## config.mk

```make
export PLATFORM = sky130hd
export DESIGN_NAME = instr_stream_encoder_flat
export DESIGN_NICKNAME = d
export VERILOG_FILES = /design/src/rtl/riscv_pkg.sv /design/src/rtl/instr_stream_encoder_if.sv /design/src/rtl/instr_format_pack.sv /design/src/rtl/instr_stream_encoder.sv /design/src/flat_wrapper.sv
export SDC_FILE = /design/constraint.sdc
export NUM_CORES = 1
export LEC_CHECK = 0
export CORE_MARGIN = 2
export CORE_UTILIZATION = 47
export DETAILED_ROUTE_END_ITERATION = 10
export GPL_ROUTABILITY_DRIVEN = 0
export PLACE_DENSITY = 0.85
export RECOVER_POWER = 50
export SYNTH_ARGS = -nofsm -noshare
export SYNTH_HDL_FRONTEND = slang
export SYNTH_SLANG_ARGS = --single-unit
```

## constraint.sdc

```tcl
create_clock -name clk -period 4.7 [get_ports clk]
set_input_delay 0.94 -clock clk [delete_from_list [all_inputs] [get_ports clk]]
set_output_delay 0.94 -clock clk [all_outputs]
set_load 0.05 [all_outputs]
```

## src/rtl/riscv_pkg.sv

```systemverilog
// Shared RISC-V constants for the instruction stream encoder: request kinds,
// opcodes, the canonical NOP and small helpers.
package riscv_pkg;

    typedef enum logic [2:0] {
        KindAluR     = 3'd0,
        KindAluI     = 3'd1,
        KindBranchEq = 3'd2,
        KindJump     = 3'd3,
        KindLoad     = 3'd4,
        KindStore    = 3'd5
    } req_kind_e;

    typedef enum logic [1:0] {
        StIdle,
        StAccept,
        StWrite,
        StFull
    } enc_state_e;

    localparam logic [6:0]  OpcAluR   = 7'b0110011;
    localparam logic [6:0]  OpcAluI   = 7'b0010011;
    localparam logic [6:0]  OpcBranch = 7'b1100011;
    localparam logic [6:0]  OpcJal    = 7'b1101111;
    localparam logic [6:0]  OpcLoad   = 7'b0000011;
    localparam logic [6:0]  OpcStore  = 7'b0100011;
    localparam logic [31:0] Nop       = 32'h0000_0013;

    function automatic logic kind_is_legal(logic [2:0] kind);
        return kind <= 3'd5;
    endfunction

    // True when imm, read as signed, fits a two's-complement field of 'bits' bits.
    function automatic logic imm_fits(logic [31:0] imm, int unsigned bits);
        int lim;
        lim = 1 << (bits - 1);
        return ($signed(imm) >= -lim) && ($signed(imm) < lim);
    endfunction

endpackage

```

## src/rtl/instr_stream_encoder_if.sv

```systemverilog
// Request bus into the encoder: valid/ready handshake plus instruction fields.
interface instr_stream_encoder_if;
    logic        req_valid;
    logic        req_ready;
    logic [2:0]  req_kind;
    logic [4:0]  rd;
    logic [4:0]  rs1;
    logic [4:0]  rs2;
    logic [2:0]  funct3;
    logic [6:0]  funct7;
    logic [31:0] imm;

    modport master (
        output req_valid, req_kind, rd, rs1, rs2, funct3, funct7, imm,
        input  req_ready
    );

    modport slave (
        input  req_valid, req_kind, rd, rs1, rs2, funct3, funct7, imm,
        output req_ready
    );
endinterface

```

## src/rtl/instr_format_pack.sv

```systemverilog
// Combinational RV32 field packer. With ENCODER_RANGE_CHECK_EN defined, an
// out-of-range immediate raises range_err_o and the word becomes a NOP.
module instr_format_pack
    import riscv_pkg::*;
(
    input  logic [2:0]  kind_i,
    input  logic [4:0]  rd_i,
    input  logic [4:0]  rs1_i,
    input  logic [4:0]  rs2_i,
    input  logic [2:0]  funct3_i,
    input  logic [6:0]  funct7_i,
    input  logic [31:0] imm_i,
    output logic [31:0] word_o,
    output logic        range_err_o
);

    logic [31:0] raw;

    always_comb begin
        raw = Nop;
        case (kind_i)
            KindAluR:     raw = {funct7_i, rs2_i, rs1_i, funct3_i, rd_i, OpcAluR};
            KindAluI:     raw = {imm_i[11:0], rs1_i, funct3_i, rd_i, OpcAluI};
            KindLoad:     raw = {imm_i[11:0], rs1_i, 3'b010, rd_i, OpcLoad};
            KindStore:    raw = {imm_i[11:5], rs2_i, rs1_i, 3'b010, imm_i[4:0], OpcStore};
            KindBranchEq: raw = {imm_i[12], imm_i[10:5], rs2_i, rs1_i, 3'b000,
                                 imm_i[4:1], imm_i[11], OpcBranch};
            KindJump:     raw = {imm_i[20], imm_i[10:1], imm_i[11], imm_i[19:12], rd_i, OpcJal};
            default:      raw = Nop;
        endcase
    end

`ifdef ENCODER_RANGE_CHECK_EN
    logic oor;

    always_comb begin
        oor = 1'b0;
        case (kind_i)
            KindAluI, KindLoad, KindStore: oor = !imm_fits(imm_i, 12);
            KindBranchEq:                  oor = !imm_fits(imm_i, 13) || imm_i[0];
            KindJump:                      oor = !imm_fits(imm_i, 21) || imm_i[0];
            default:                       oor = 1'b0;
        endcase
    end

    assign word_o      = oor ? Nop : raw;
    assign range_err_o = oor;
`else
    // Upper immediate bits only matter to the range check.
    logic unused_imm_hi;
    assign unused_imm_hi = ^imm_i[31:21];
    assign word_o        = raw;
    assign range_err_o   = 1'b0;
`endif

endmodule

```

## src/rtl/instr_stream_encoder.sv

```systemverilog
// Streams encoded RV32 instructions into instruction memory, one word per two
// cycles. Optional immediate range checking via ENCODER_RANGE_CHECK_EN.
module instr_stream_encoder
    import riscv_pkg::*;
#(
    parameter int unsigned IMEM_AW = 10
) (
    input  logic                 clk,
    input  logic                 arst,
    input  logic                 start,
    input  logic [IMEM_AW-1:0]   base_addr,
    input  logic                 stop,
    instr_stream_encoder_if.slave req,
    output logic                 imem_we,
    output logic [IMEM_AW-1:0]   imem_addr,
    output logic [31:0]          imem_wdata,
    output logic                 full,
    output logic                 done,
    output logic                 err_illegal,
    output logic                 err_range,
    output logic [IMEM_AW:0]     count
);

    enc_state_e       state_q;
    logic [IMEM_AW-1:0] ptr_q;
    logic [IMEM_AW:0] count_q;
    logic [31:0]      wdata_q;
    logic             imem_we_q, req_ready_q, full_q, done_q;
    logic             err_illegal_q, err_range_q, stop_pend_q;
    logic [31:0]      pack_word;
    logic             pack_range;
    logic             hs;

    instr_format_pack u_pack (
        .kind_i      (req.req_kind),
        .rd_i        (req.rd),
        .rs1_i       (req.rs1),
        .rs2_i       (req.rs2),
        .funct3_i    (req.funct3),
        .funct7_i    (req.funct7),
        .imm_i       (req.imm),
        .word_o      (pack_word),
        .range_err_o (pack_range)
    );

    assign hs = req.req_valid && req_ready_q;

    always_ff @(posedge clk or posedge arst) begin
        if (arst) begin
            state_q       <= StIdle;
            ptr_q         <= '0;
            count_q       <= '0;
            wdata_q       <= '0;
            imem_we_q     <= 1'b0;
            req_ready_q   <= 1'b0;
            full_q        <= 1'b0;
            done_q        <= 1'b0;
            err_illegal_q <= 1'b0;
            err_range_q   <= 1'b0;
            stop_pend_q   <= 1'b0;
        end else begin
            done_q <= 1'b0;
            unique case (state_q)
                StIdle: begin
                    if (start) begin
                        ptr_q         <= base_addr;
                        count_q       <= '0;
                        err_illegal_q <= 1'b0;
                        err_range_q   <= 1'b0;
                        full_q        <= 1'b0;
                        stop_pend_q   <= 1'b0;
                        req_ready_q   <= 1'b1;
                        state_q       <= StAccept;
                    end
                end
                StAccept: begin
                    if (hs && !kind_is_legal(req.req_kind)) begin
                        err_illegal_q <= 1'b1;
                    end
                    if (hs && kind_is_legal(req.req_kind)) begin
                        wdata_q     <= pack_word;
                        err_range_q <= err_range_q | pack_range;
                        imem_we_q   <= 1'b1;
                        req_ready_q <= 1'b0;
                        stop_pend_q <= stop;
                        state_q     <= StWrite;
                    end else if (stop) begin
                        req_ready_q <= 1'b0;
                        done_q      <= 1'b1;
                        state_q     <= StIdle;
                    end
                end
                StWrite: begin
                    imem_we_q <= 1'b0;
                    count_q   <= count_q + (IMEM_AW + 1)'(1);
                    // Pointer saturates at the top address; FULL is terminal until stop.
                    if (ptr_q != {IMEM_AW{1'b1}}) begin
                        ptr_q <= ptr_q + IMEM_AW'(1);
                    end
                    if (stop_pend_q || stop) begin
                        stop_pend_q <= 1'b0;
                        done_q      <= 1'b1;
                        state_q     <= StIdle;
                    end else if (ptr_q == {IMEM_AW{1'b1}}) begin
                        full_q  <= 1'b1;
                        state_q <= StFull;
                    end else begin
                        req_ready_q <= 1'b1;
                        state_q     <= StAccept;
                    end
                end
                StFull: begin
                    if (stop) begin
                        full_q  <= 1'b0;
                        done_q  <= 1'b1;
                        state_q <= StIdle;
                    end
                end
                default: state_q <= StIdle;
            endcase
        end
    end

    assign req.req_ready = req_ready_q;
    assign imem_we       = imem_we_q;
    assign imem_addr     = ptr_q;
    assign imem_wdata    = wdata_q;
    assign full          = full_q;
    assign done          = done_q;
    assign err_illegal   = err_illegal_q;
    assign err_range     = err_range_q;
    assign count         = count_q;

endmodule

```

## src/flat_wrapper.sv

```systemverilog
// flat-port wrapper written by rule: the top's interface ports become plain ports
module instr_stream_encoder_flat import riscv_pkg::*;
#(
    parameter int unsigned IMEM_AW = 10
)
  (clk, arst, start, base_addr, stop, imem_we, imem_addr, imem_wdata, full, done, err_illegal, err_range, count, req_req_valid, req_req_kind, req_rd, req_rs1, req_rs2, req_funct3, req_funct7, req_imm, req_req_ready);
  instr_stream_encoder_if req_i ();
  input  logic clk;
  input  logic arst;
  input  logic start;
  input  logic [IMEM_AW-1:0] base_addr;
  input  logic stop;
  output logic imem_we;
  output logic [IMEM_AW-1:0] imem_addr;
  output logic [31:0] imem_wdata;
  output logic full;
  output logic done;
  output logic err_illegal;
  output logic err_range;
  output logic [IMEM_AW:0] count;
  input wire logic [$bits(req_i.req_valid)-1:0] req_req_valid;
  input wire logic [$bits(req_i.req_kind)-1:0] req_req_kind;
  input wire logic [$bits(req_i.rd)-1:0] req_rd;
  input wire logic [$bits(req_i.rs1)-1:0] req_rs1;
  input wire logic [$bits(req_i.rs2)-1:0] req_rs2;
  input wire logic [$bits(req_i.funct3)-1:0] req_funct3;
  input wire logic [$bits(req_i.funct7)-1:0] req_funct7;
  input wire logic [$bits(req_i.imm)-1:0] req_imm;
  output wire logic [$bits(req_i.req_ready)-1:0] req_req_ready;
  assign req_i.req_valid = req_req_valid;
  assign req_i.req_kind = req_req_kind;
  assign req_i.rd = req_rd;
  assign req_i.rs1 = req_rs1;
  assign req_i.rs2 = req_rs2;
  assign req_i.funct3 = req_funct3;
  assign req_i.funct7 = req_funct7;
  assign req_i.imm = req_imm;
  assign req_req_ready = req_i.req_ready;
  instr_stream_encoder #(.IMEM_AW(IMEM_AW)) u_core (.clk(clk), .arst(arst), .start(start), .base_addr(base_addr), .stop(stop), .req(req_i), .imem_we(imem_we), .imem_addr(imem_addr), .imem_wdata(imem_wdata), .full(full), .done(done), .err_illegal(err_illegal), .err_range(err_range), .count(count));
endmodule
```

# Word-level counts from Yosys, hierarchy flattened
# Cells that the tools add are included.
# op_classes
n_addsub	2
n_lt_le_gt_ge	1
eq_ne	20
n_mux	33
n_reduce_logical	20
# ops
cell	n
$pmux W32 S6	1
$pmux W11 S2	1
$mux W10	2
$pmux W10 S2	1
$mux W1	15
$pmux W1 S3	4
$add A11 B1 Y11 const B	1
$mux W11	1
$add A10 B1 Y10 const B	1
$eq A10 B10 Y1 const B	1
$mux W2	5
$ne A10 B10 Y1 const B	1
$ne A2 B1 Y1 const B	5
$reduce_and A5 Y1	2
$ne A2 B2 Y1 const B	4
$pmux W2 S4	1
$eq A3 B2 Y1 const B	2
$eq A3 B3 Y1 const B	2
$reduce_and A2 Y1	3
$reduce_and A3 Y1	2
$reduce_bool A2 Y1	3
$reduce_bool A3 Y1	2
$eq A2 B2 Y1 const B	2
$pmux W1 S2	2
other kinds (10)	12
# totals
ff_bits	61
inputBits	75
out_inout_bits	59
wordCells	86

# Logic depth before layout (Yosys ltp)
# Gate-level depths: netlist of the first run.
# depth
depth_word	5
depth_mapped	6
depth_no_buf	5

# Modules after synthesis
# From an unflattened synthesis of the first run, not the netlist that was laid out.
# hier_totals
cells_unflattened	380
hier_area_um2	3756.1
# by_module_without_submodules
mod	instances	cells_per_inst	area_each_um2	seq_area_each_um2
instr_stream_encoder	1	255	2914.0	1551.5
instr_format_pack	1	125	842.1	0.0

# Worst setup path before layout of the first run
# No wires, ideal clock.
# synth_timing
kind	input-to-reg
startpoint	input req_req_kind[1]
endpoint	register u_core.wdata_q[5], in the netlist u_core.imem_wdata[5]
setup_ns	0.121
arrival_time_ns	2.186
required_ns	4.579
setup_slack_ns	2.393
stages	5
path_buffers	2
cell_sequence	ha_1 -> or4b_4 -> buf_6 -> buf_2 -> a22o_1
# synth_between
elab_chain_cells	3
word_cells_on_any_way	10
classes_between	order compare (1); eq/ne (5); mux (1); reduce/logical (3)
# synth_lines
item	line_no	text
from (decl)	flat_wrapper.sv:22	input wire logic [$bits(req_i.req_kind)-1:0] req_req_kind;
$le A3 B3 Y1	riscv_pkg.sv:30	return kind <= 3'd5;
$logic_and A1 B1 Y1	instr_stream_encoder.sv:80	if (hs && kind_is_legal(req.req_kind)) begin
$reduce_and A2 Y1 (no source line)	n/a	
to (signal assigned)	instr_stream_encoder.sv:81	wdata_q <= pack_word;
to (decl)	instr_stream_encoder.sv:27	logic [31:0] wdata_q;
# Parallel ways exist; a longest one is shown, timed or not.
# A chain may end at the register's enable or synchronous reset.

# Worst setup path in the final report of the first run
# layout_timing
startpoint	input req_req_kind[1]
endpoint	register u_core.wdata_q[19], in the netlist u_core.imem_wdata[19]
# Same word-level chain as after synthesis.

==> results_dict.tcl, run 1 <==
set metrics [dict create \
    grt_usage 0.2415 \
    cts_resized 0 \
    clkLatencyLatePin_ns 0.34 \
    start_kind "primary input" \
    num_antenna_cells 0 \
    synth_edf_count 0 \
    synth-seq-cells 59 \
    syn_nets 426 \
    fin_crit_ns 3.906 \
    arrival_ns 4.18 \
    crit_type "primary input to flop" \
    drt-initial-drc-count 212 \
    cts_root_buf "clkbuf_8" \
    fp.dieW_um 88.63 \
    synthXorXnorAreaFrac 0.005204 \
    via_count 3265 \
    seqPwrFrac 0.304 \
    initial_core_util 0.4900 \
    via_per_inst 5.904 \
    grt_max_degree 39 \
    grt_pass1_wl_um 14860 \
    cts_buffer_depth 2 \
    synthAdderAreaFrac 0.02602 \
    yosys.area.top_type_share 0.4387 \
    area_growth_syn_to_layout_pct 42.34 \
    endpoint_kind "flop" \
    cts_hold_buf 0 \
    cts_inserted_buffers 9 \
    drc 0 \
    final_layout_size_suffix_gt1_frac 0.06346 \
    dieArea_um2 7854 \
    grt_setup_unrepaired "no" \
    rows 30 \
    portBuffers 121 \
    setup_viol_count_final 0 \
    drv_cap 1 \
    intPower_mw 1.496 \
    cts_tree "built" \
    async_reset_ff_frac 1.000 \
    dr.pass1.iters 4 \
    relSlewSlack -0.1560 \
    sw_frac_of_total 0.4803 \
    ir_drop_uv 387.6 \
    drv_slew 34 \
    yosys-top-cells-count "dfrtp_1 (59), nand2_1 (26), a22o_1 (24)" \
    seq_area_frac_synth 0.4387 \
    hpwlAfterDp_um 6440 \
    ys_types 54 \
    violations "capacitance limit, slew limit" \
    p_sw_mw 1.383 \
    synthCells 344 \
    cts.sinks 59 \
    syn_avg_cell_area_um2 9.784 \
    p_per_area_nw_per_um2 600.8 \
    fillCellCount 532 \
    wl_per_cell_um 16.49 \
    synth_area_leaders "dfrtp_1 (44%), a22o_1 (6.2%), a22oi_1 (5.1%)" \
    muxShareOfSynthArea 0.05167 \
    post_cts_buffers 0 \
    synth-simple-area-share 0.1435 \
    synth_area_um2 3366 \
    finClkSkew_ns 0.01076 \
    stdcell_count 553 \
    yosysTopAreaCell "dfrtp_1" \
    comb_power_share 0.531 \
    whs_ns 0.4888 \
    synth_top_family_by_area "compound AO/OA/AOI/OAI gates" \
    clk_pin_slew_ns 0.07 \
    hold_class "flop to flop" \
    critPathMaxFanout 38 \
    placedCellCount 537 \
    antenna_found_initial 0 \
    fin_setup_tns_ns 0 \
    layout.nets 534 \
    die_h_um 88.63 \
    tightest_slew_ns 1.734 \
    final.period_utilization 0.8311 \
    yosys_most_used_dff "dfrtp_1" \
    core_area_um2 6869 \
    pin_count 134 \
    fmax_ghz 0.2560 \
    synth-compound-area-share 0.2829 \
    power_frac_clock 0.164 \
    ant_nets 0 \
    outcome "finished with violations" \
    ys.warnings.count 0 \
    crit_required_ns 4.97 \
    grt_pass1_vias 3180 \
    wl_um 9118 \
    finalHoldViolCount 0 \
    synth_most_common_cell "dfrtp_1" \
    power_leakage_nw 1.998 \
    gr-total-overflow 0 \
    htree_levels 3 \
]
## cell families (layout without fill, tap and decap cells)
| logic type | after synthesis | count (layout) |
|---|---|---|
| AO/OA/AOI/OAI | 125 | 125 |
| XOR/XNOR | 2 | 2 |
| adder cells (fa/ha/maj) | 7 | 7 |
| buffers and inverters | 38 | 151 |
| flip-flops | 59 | 59 |
| multiplexers | 17 | 17 |
| other | 1 | 1 |
| AND/OR/NAND/NOR | 95 | 95 |
## final timing paths
path / slack (ns) / start / endpoint / depth (start not counted)
setup / recovery: 0.79 / req_req_kind[1] / u_core.imem_wdata[19] / 6
hold / removal: 0.49 / u_core.imem_wdata[1] / u_core.imem_wdata[1] / 1
max in group asynchronous: 1.27 / arst / u_core.imem_addr[6] / 3
min in group asynchronous: 1.28 / arst / u_core.imem_wdata[9] / 2
hold reg to reg: 0.49 / u_core.imem_wdata[1] / u_core.imem_wdata[1] / 1
setup reg to reg: 2.18 / u_core.state_q[0] / u_core.imem_wdata[19] / 3
## registers in the layout, summed over array words and instances (netlist names)
| name | flops |
|---|---|
| u_core.count | 11 |
| u_core.done | 1 |
| u_core.err_illegal | 1 |
| u_core.full | 1 |
| u_core.imem_addr | 10 |
| u_core.imem_wdata | 30 |
| u_core.imem_we | 1 |
| u_core.req.req_ready | 1 |
| u_core.state_q | 2 |
| u_core.stop_pend_q | 1 |
## per-stage QoR
stage | util | area, um^2 | worst slack, ns | power (mW)
floorplan | - | 3366 | 2.304 | 1.900
finish | 0.6975 | 4791 | 0.7937 | 2.878
global placement | 0.6692 | 4597 | 1.036 | 2.391
CTS | 0.6985 | 4798 | 1.316 | 2.899
detailed placement | 0.6692 | 4597 | 0.9477 | 2.426
global route | 0.6975 | 4791 | 0.6325 | 3.022
## cell type report
type	count	area, um^2	area share
clock buffers	10	137.6	0.02873
clock inverters	6	63.81	0.01332
inverters	9	33.78	0.007051
multi-input cells	247	1718	0.3586
flip-flops and latches	59	1476	0.3082
well taps	96	120.1	0.02507
repair buffers	126	1241	0.2591
## power groups by stage
stage	clock (mW)	combinational [mW]	sequential, mW
floorplan	0	0.473	1.43
global placement	0	1.52	0.872
detailed placement	0	1.55	0.875
CTS	0.475	1.55	0.873
global route	0.500	1.61	0.908
finish	0.473	1.53	0.876
## worst max-delay path, stage by stage
cell           delay (ns)
dlygate4sd3_1        0.54
clkbuf_1             0.44
ha_1                 0.42
or4b_4               0.75
nor2_2               0.82
a22o_1               0.25
## layer usage
layer  GRT usage  up-vias  routed length (um)
met1      0.3128     1558                3799
li1            -     1537                   -
met5           0        -                   0
met4     0.09917        0                 112
met2      0.3745      160                4398
met3     0.07836       10                 807
## placed cells by master (no fill, tap or decap), types with 10 or more instances in the layout
cell type        synthesis  layout
clkbuf_8                 0      10
nand2_1                 26      26
a21oi_1                 10      10
mux2i_1                 14      14
dlygate4sd3_1            0      12
a22oi_1                 23      23
clkdlybuf4s50_1          0     109
nor2_1                  19      19
dfrtp_1                 59      59
o21ai_0                 16      16
a22o_1                  24      24
o2bb2ai_1               12      12
(Power assumes the default switching activity.)
==> run 2, diff against run 1 <==
--- a/config.mk
+++ b/config.mk
@@ -6,10 +6,10 @@
 export NUM_CORES = 1
 export LEC_CHECK = 0
 export CORE_MARGIN = 2
-export CORE_UTILIZATION = 47
+export CORE_UTILIZATION = 44
 export DETAILED_ROUTE_END_ITERATION = 10
 export GPL_ROUTABILITY_DRIVEN = 0
-export PLACE_DENSITY = 0.85
+export PLACE_DENSITY = 0.8
 export RECOVER_POWER = 50
 export SYNTH_ARGS = -nofsm -noshare
 export SYNTH_HDL_FRONTEND = slang
==> constraint.sdc (replaced) <==
create_clock -name clk -period 3.6 [get_ports clk]
set_input_delay 0.72 -clock clk [delete_from_list [all_inputs] [get_ports clk]]
set_output_delay 0.72 -clock clk [all_outputs]
set_load 0.05 [all_outputs]
==> run 2 against run 1 <==
  * The flow now finishes without violations
  * Routed wire length grew 0.98%
  * Die area grew 6.5%
  * Sequential share of layout area is essentially flat
  * Critical path depth shrank 1
  * Total power grew 28%
  * Cell area is essentially flat
  * Combinational power grew 31%
  * Hold slack lost 0.012 ns
  * Worst setup slack gained 0.023 ns
  * First-iteration DRC count shrank 33%
  * Sequential cell count is the same
  * Critical path type unchanged
  * Critical endpoint is now u_core.imem_wdata[12]
  * Largest cell class unchanged
  * Highest routed layer unchanged
==> results_dict.tcl, run 2 (synthesized netlist as in run 1, its figures left out) <==
set metrics [dict create \
    totalPowerFinal_mw 3.691 \
    via_per_inst 5.674 \
    antenna_found_initial 0 \
    dieArea_um2 8365 \
    drv_cap 0 \
    gr-total-overflow 0 \
    fillCellCount 574 \
    placedCellCount 543 \
    cts_root_buf "clkbuf_8" \
    endpoint_kind "flop" \
    area_growth_syn_to_layout_pct 42.30 \
    rows 31 \
    post_cts_buffers 0 \
    core_area_um2 7331 \
    hpwlAfterDp_um 6748 \
    r2r_start "u_core.state_q[0]" \
    cts_hold_buf 0 \
    num_antenna_cells 0 \
    post-route-util 0.6534 \
    power_leakage_nw 2.006 \
    largest_reg_flops 30 \
    finClkSkew_ns 0.01121 \
    initial_core_util 0.4591 \
    seqCellArea_um2 1476 \
    hold_end "u_core.imem_wdata[12]" \
    hold_class "flop to flop" \
    relSlewSlack 0.2402 \
    grt_setup_unrepaired "no" \
    fp.dieW_um 91.46 \
    outcome "complete, no violations" \
    r2r-end "u_core.imem_wdata[12]" \
    cts_inserted_buffers 9 \
    clkLatencyLatePin_ns 0.33 \
    die_h_um 91.46 \
    wl_per_cell_um 16.47 \
    slowest_delay_ns 0.58 \
    grt_pass1_vias 3131 \
    start_kind "primary input" \
    grt_max_degree 38 \
    finalHoldViolCount 0 \
    portBuffers 121 \
    critPathMaxFanout 37 \
    arrival_ns 3.00 \
    worst_hold_path.num_cells 2 \
    clk_pin_slew_ns 0.07 \
    cts_tree "built" \
    final_layout_size_suffix_gt1_frac 0.06522 \
    holdCritStartpoint "u_core.imem_wdata[12]" \
    crit_required_ns 3.82 \
    r2r_slack_ns 1.38 \
    pin_count 134 \
    cts_buffer_depth 2 \
    grt_usage 0.2250 \
    dp_slack_ns 0.8059 \
    final_common_cell "clkdlybuf4s50_1" \
    fin_crit_ns 2.783 \
    cp_cell_sequence "dlygate4sd3_1 > ha_1 > or4b_1 > clkbuf_2 > o41ai_1" \
    fin_setup_tns_ns 0 \
    drv_slew 0 \
    stdcell_count 559 \
    ant_nets 0 \
    htree_levels 3 \
    setup_viol_count_final 0 \
    design_area_um2 4790 \
    multiInputGateArea_um2 1714 \
    cts.sinks 59 \
    layout_common_cells "clkdlybuf4s50_1 (111), dfrtp_1 (59), nand2_1 (26), a22o_1 (24), a22oi_1 (23)" \
    final.period_utilization 0.7731 \
    p_per_area_nw_per_um2 770.6 \
    cts_resized 0 \
    dr.pass1.iters 4 \
    crit_type "primary input to flop" \
    place_area_um2 4623 \
    whs_ns 0.4764 \
    drt-initial-drc-count 141 \
    fmax_ghz 0.3593 \
    ir_drop_uv 420.2 \
    layout.nets 537 \
    reg2reg_depth 3 \
    layout_setup_ws_ns 0.8170 \
    via_count 3172 \
    drc 0 \
    crit_path_top_delay_cell "dlygate4sd3_1" \
    wl_um 9207 \
    grt_pass1_wl_um 15280 \
    tightest_slew_ns 1.138 \
]
run 2: changes by cell type in the layout (fill, tap and decap cells not counted), sizes merged:
| cell | before | now |
|---|---|---|
| buf | 3 | 5 |
| bufinv | 1 | 0 |
| clkbuf | 12 | 15 |
| clkdlybuf4s50 | 109 | 111 |
| dlygate4sd3 | 12 | 10 |
| inv | 10 | 9 |
run 2: worst max-delay path, delay by kind of cell:
kind	cells	cell delay, ns
AO/OA/AOI/OAI	1	0.44
adder cells (fa/ha/maj)	1	0.23
buffers and inverters	2	1.05
AND/OR/NAND/NOR	1	0.55
run 2: worst max path at each step:
stage / startpoint / end / slack [ns] / depth (start not counted)
floorplan: arst / u_core.count[0] / 1.42 / 1
global placement: req_req_kind[2] / u_core.imem_wdata[21] / 0.81 / 6
detailed placement: req_req_kind[2] / u_core.imem_wdata[29] / 0.81 / 6
CTS: u_core.imem_addr[9] / imem_addr[9] / 1.14 / 1
global route: req_req_kind[2] / u_core.imem_wdata[12] / 0.63 / 5
finish: req_req_kind[2] / u_core.imem_wdata[12] / 0.82 / 5
run 2: area by class of cell:
class                   instances  share of cell area
repair buffers                129              0.2633
inverters                       9            0.007053
clock inverters                 4            0.005225
flip-flops and latches         59              0.3083
clock buffers                  12             0.03239
multi-input cells             247              0.3579
well taps                      99             0.02586
run 2: where the power goes:
group	internal [mW]	switching [mW]
combinational	0.718	1.28
clock	0.285	0.264
sequential	0.900	0.239
total	1.90	1.79
run 2: routing by layer:
layer	global-route usage	routed length, um
met1	0.2916	3942
met2	0.3652	4448
met3	0.05726	728
met4	0.07828	87
met5	0	0
==> run 3, diff against run 2 <==
==> constraint.sdc (replaced) <==
create_clock -name clk -period 2.6 [get_ports clk]
set_input_delay 0.52 -clock clk [delete_from_list [all_inputs] [get_ports clk]]
set_output_delay 0.52 -clock clk [all_outputs]
set_load 0.05 [all_outputs]
==> run 3 against run 2 <==
  * Sequential power up 39%
  * Clock-buffer cell count unchanged
  * First-iteration DRC count up 48%
  * Clock power up 50%
  * Clock skew down 0.0018 ns
  * Hold slack better by 0.0017 ns
  * Combinational power up 40%
  * Sequential cell count unchanged
  * Non-clock buffer count up 7
  * Sequential share of layout area down 0.30 points
  * Cell count up 1.3%
  * Total power up 41%
  * Largest power group unchanged
==> results_dict.tcl, run 3 (synthesized netlist as in run 1, its figures left out) <==
set metrics [dict create \
    core_area_um2 7331 \
    p_per_area_nw_per_um2 1076 \
    finClkSkew_ns 0.009444 \
    fillCellCount 568 \
    ir_drop_uv 653.0 \
    cts.sinks 59 \
    post_cts_buffers 0 \
    power_frac_clock 0.158 \
    fin_crit_ns 2.392 \
    outcome "complete, no violations" \
    clkLatencyLatePin_ns 0.33 \
    cts_buffer_depth 2 \
    final.period_utilization 0.9202 \
    fin_setup_tns_ns 0 \
    largest_reg_flops 30 \
    gr-total-overflow 0 \
    die_h_um 91.46 \
    power_leakage_nw 2.028 \
    top_layer "met4" \
    crit_type "primary input to flop" \
    p_sw_mw 2.457 \
    drv_slew 0 \
    dieArea_um2 8365 \
    antenna_found_initial 0 \
    fmax_ghz 0.4180 \
    grt_setup_unrepaired "no" \
    area_growth_syn_to_layout_pct 43.68 \
    via_count 3203 \
    relSlewSlack 0.3975 \
    cts_hold_buf 0 \
    grt_max_degree 36 \
    portBuffers 121 \
    place_area_um2 4676 \
    drt-initial-drc-count 208 \
    seqPwrFrac 0.303 \
    grt_usage 0.2268 \
    final_common_cell "clkdlybuf4s50_1" \
    htree_levels 3 \
    via_per_inst 5.659 \
    multiInputGateArea_um2 1699 \
    fp.dieW_um 91.46 \
    layout.nets 544 \
    tightest_slew_ns 0.9028 \
    pin_count 134 \
    dr.pass1.iters 4 \
    drv_cap 0 \
    start_kind "primary input" \
    arrival_ns 2.60 \
    layout_common_cells "clkdlybuf4s50_1 (119), dfrtp_1 (59), nand2_1 (26), a22o_1 (24), a22oi_1 (23)" \
    endpoint_kind "flop" \
    drc 0 \
    grt_pass1_vias 3097 \
    design_area_um2 4836 \
    cts_inserted_buffers 9 \
    intPower_mw 2.745 \
    num_antenna_cells 0 \
    critPathMaxFanout 18 \
    sw_frac_of_total 0.4723 \
    stdcell_count 566 \
    met3_length_um 586 \
    clk_pin_slew_ns 0.06 \
    finalHoldViolCount 0 \
    wl_um 9285 \
    final_layout_size_suffix_gt1_frac 0.07495 \
    crit_required_ns 2.81 \
    wl_met2_um 4524 \
    initial_core_util 0.4591 \
    hpwlAfterDp_um 6823 \
    wl_met1_um 4089 \
    cts_tree "built" \
    comb_power_share 0.538 \
    seqCellArea_um2 1476 \
    cts_resized 0 \
    hold_class "flop to flop" \
    placedCellCount 550 \
    grt_pass1_wl_um 15290 \
    cts_root_buf "clkbuf_8" \
    rows 31 \
    setup_viol_count_final 0 \
    ant_nets 0 \
    wl_per_cell_um 16.40 \
]
[run 3: cell count changes in the layout (fill, tap and decap cells not counted), sizes merged]
cell | before | now
clkbuf | 15 | 17
clkdlybuf4s50 | 111 | 119
bufinv | 0 | 1
buf | 5 | 10
clkinv | 2 | 1
dlygate4sd3 | 10 | 2
[run 3: per-layer routing]
layer | global-route usage | vias to the layer above
met5 | 0 | -
met4 | 0.07702 | 0
met3 | 0.06390 | 8
met2 | 0.3621 | 116
met1 | 0.2952 | 1530
li1 | - | 1549
[run 3: worst paths after layout]
kind / cells after the start / slack (ns) / start / to
worst max-delay path: 5 / 0.21 / req_req_kind[1] / u_core.imem_wdata[12]
worst max register to register: 5 / 0.45 / u_core.state_q[1] / u_core.imem_addr[8]
worst min register to register: 2 / 0.48 / u_core.imem_we / u_core.imem_we
max in group asynchronous: 3 / 0.58 / arst / u_core.imem_wdata[8]
worst min-delay path: 2 / 0.48 / u_core.imem_we / u_core.imem_we
min in group asynchronous: 2 / 0.82 / arst / u_core.count[10]
[run 3: area by class of cell]
type,instances,area share
clock buffers,12,0.03001
clock inverters,4,0.01035
inverters,9,0.006986
multi-input cells,247,0.3514
flip-flops and latches,59,0.3053
well taps,99,0.02561
repair buffers,136,0.2704
[run 3: stage by stage]
| step | utilization | power, mW | hold slack (ns) | setup WS (ns) |
|---|---|---|---|---|
| 2_1_floorplan | - | 3.435 | 0.5442 | 0.5821 |
| 3_3_place_gp | 0.6378 | 4.378 | 0.4610 | 0.2117 |
| 3_5_place_dp | 0.6378 | 4.416 | 0.4673 | 0.09679 |
| 4_1_cts | 0.6644 | 5.259 | 0.4890 | 0.3356 |
| 5_1_grt | 0.6597 | 5.486 | 0.5082 | 0.1424 |
| 6_report | 0.6597 | 5.201 | 0.4781 | 0.2076 |
[run 3: power by group through the flow]
stage / registers, mW / clock network, mW / logic [mW]
finish: 1.58 / 0.824 / 2.80
global route: 1.63 / 0.893 / 2.96
CTS: 1.57 / 0.844 / 2.84
detailed placement: 1.57 / 0 / 2.84
global placement: 1.58 / 0 / 2.80
floorplan: 2.58 / 0 / 0.855
[run 3: critical path, stage by stage]
cell,delay (ns)
dlygate4sd3_1,0.57
ha_1,0.27
or4b_4,0.57
clkbuf_2,0.29
o41ai_1,0.38
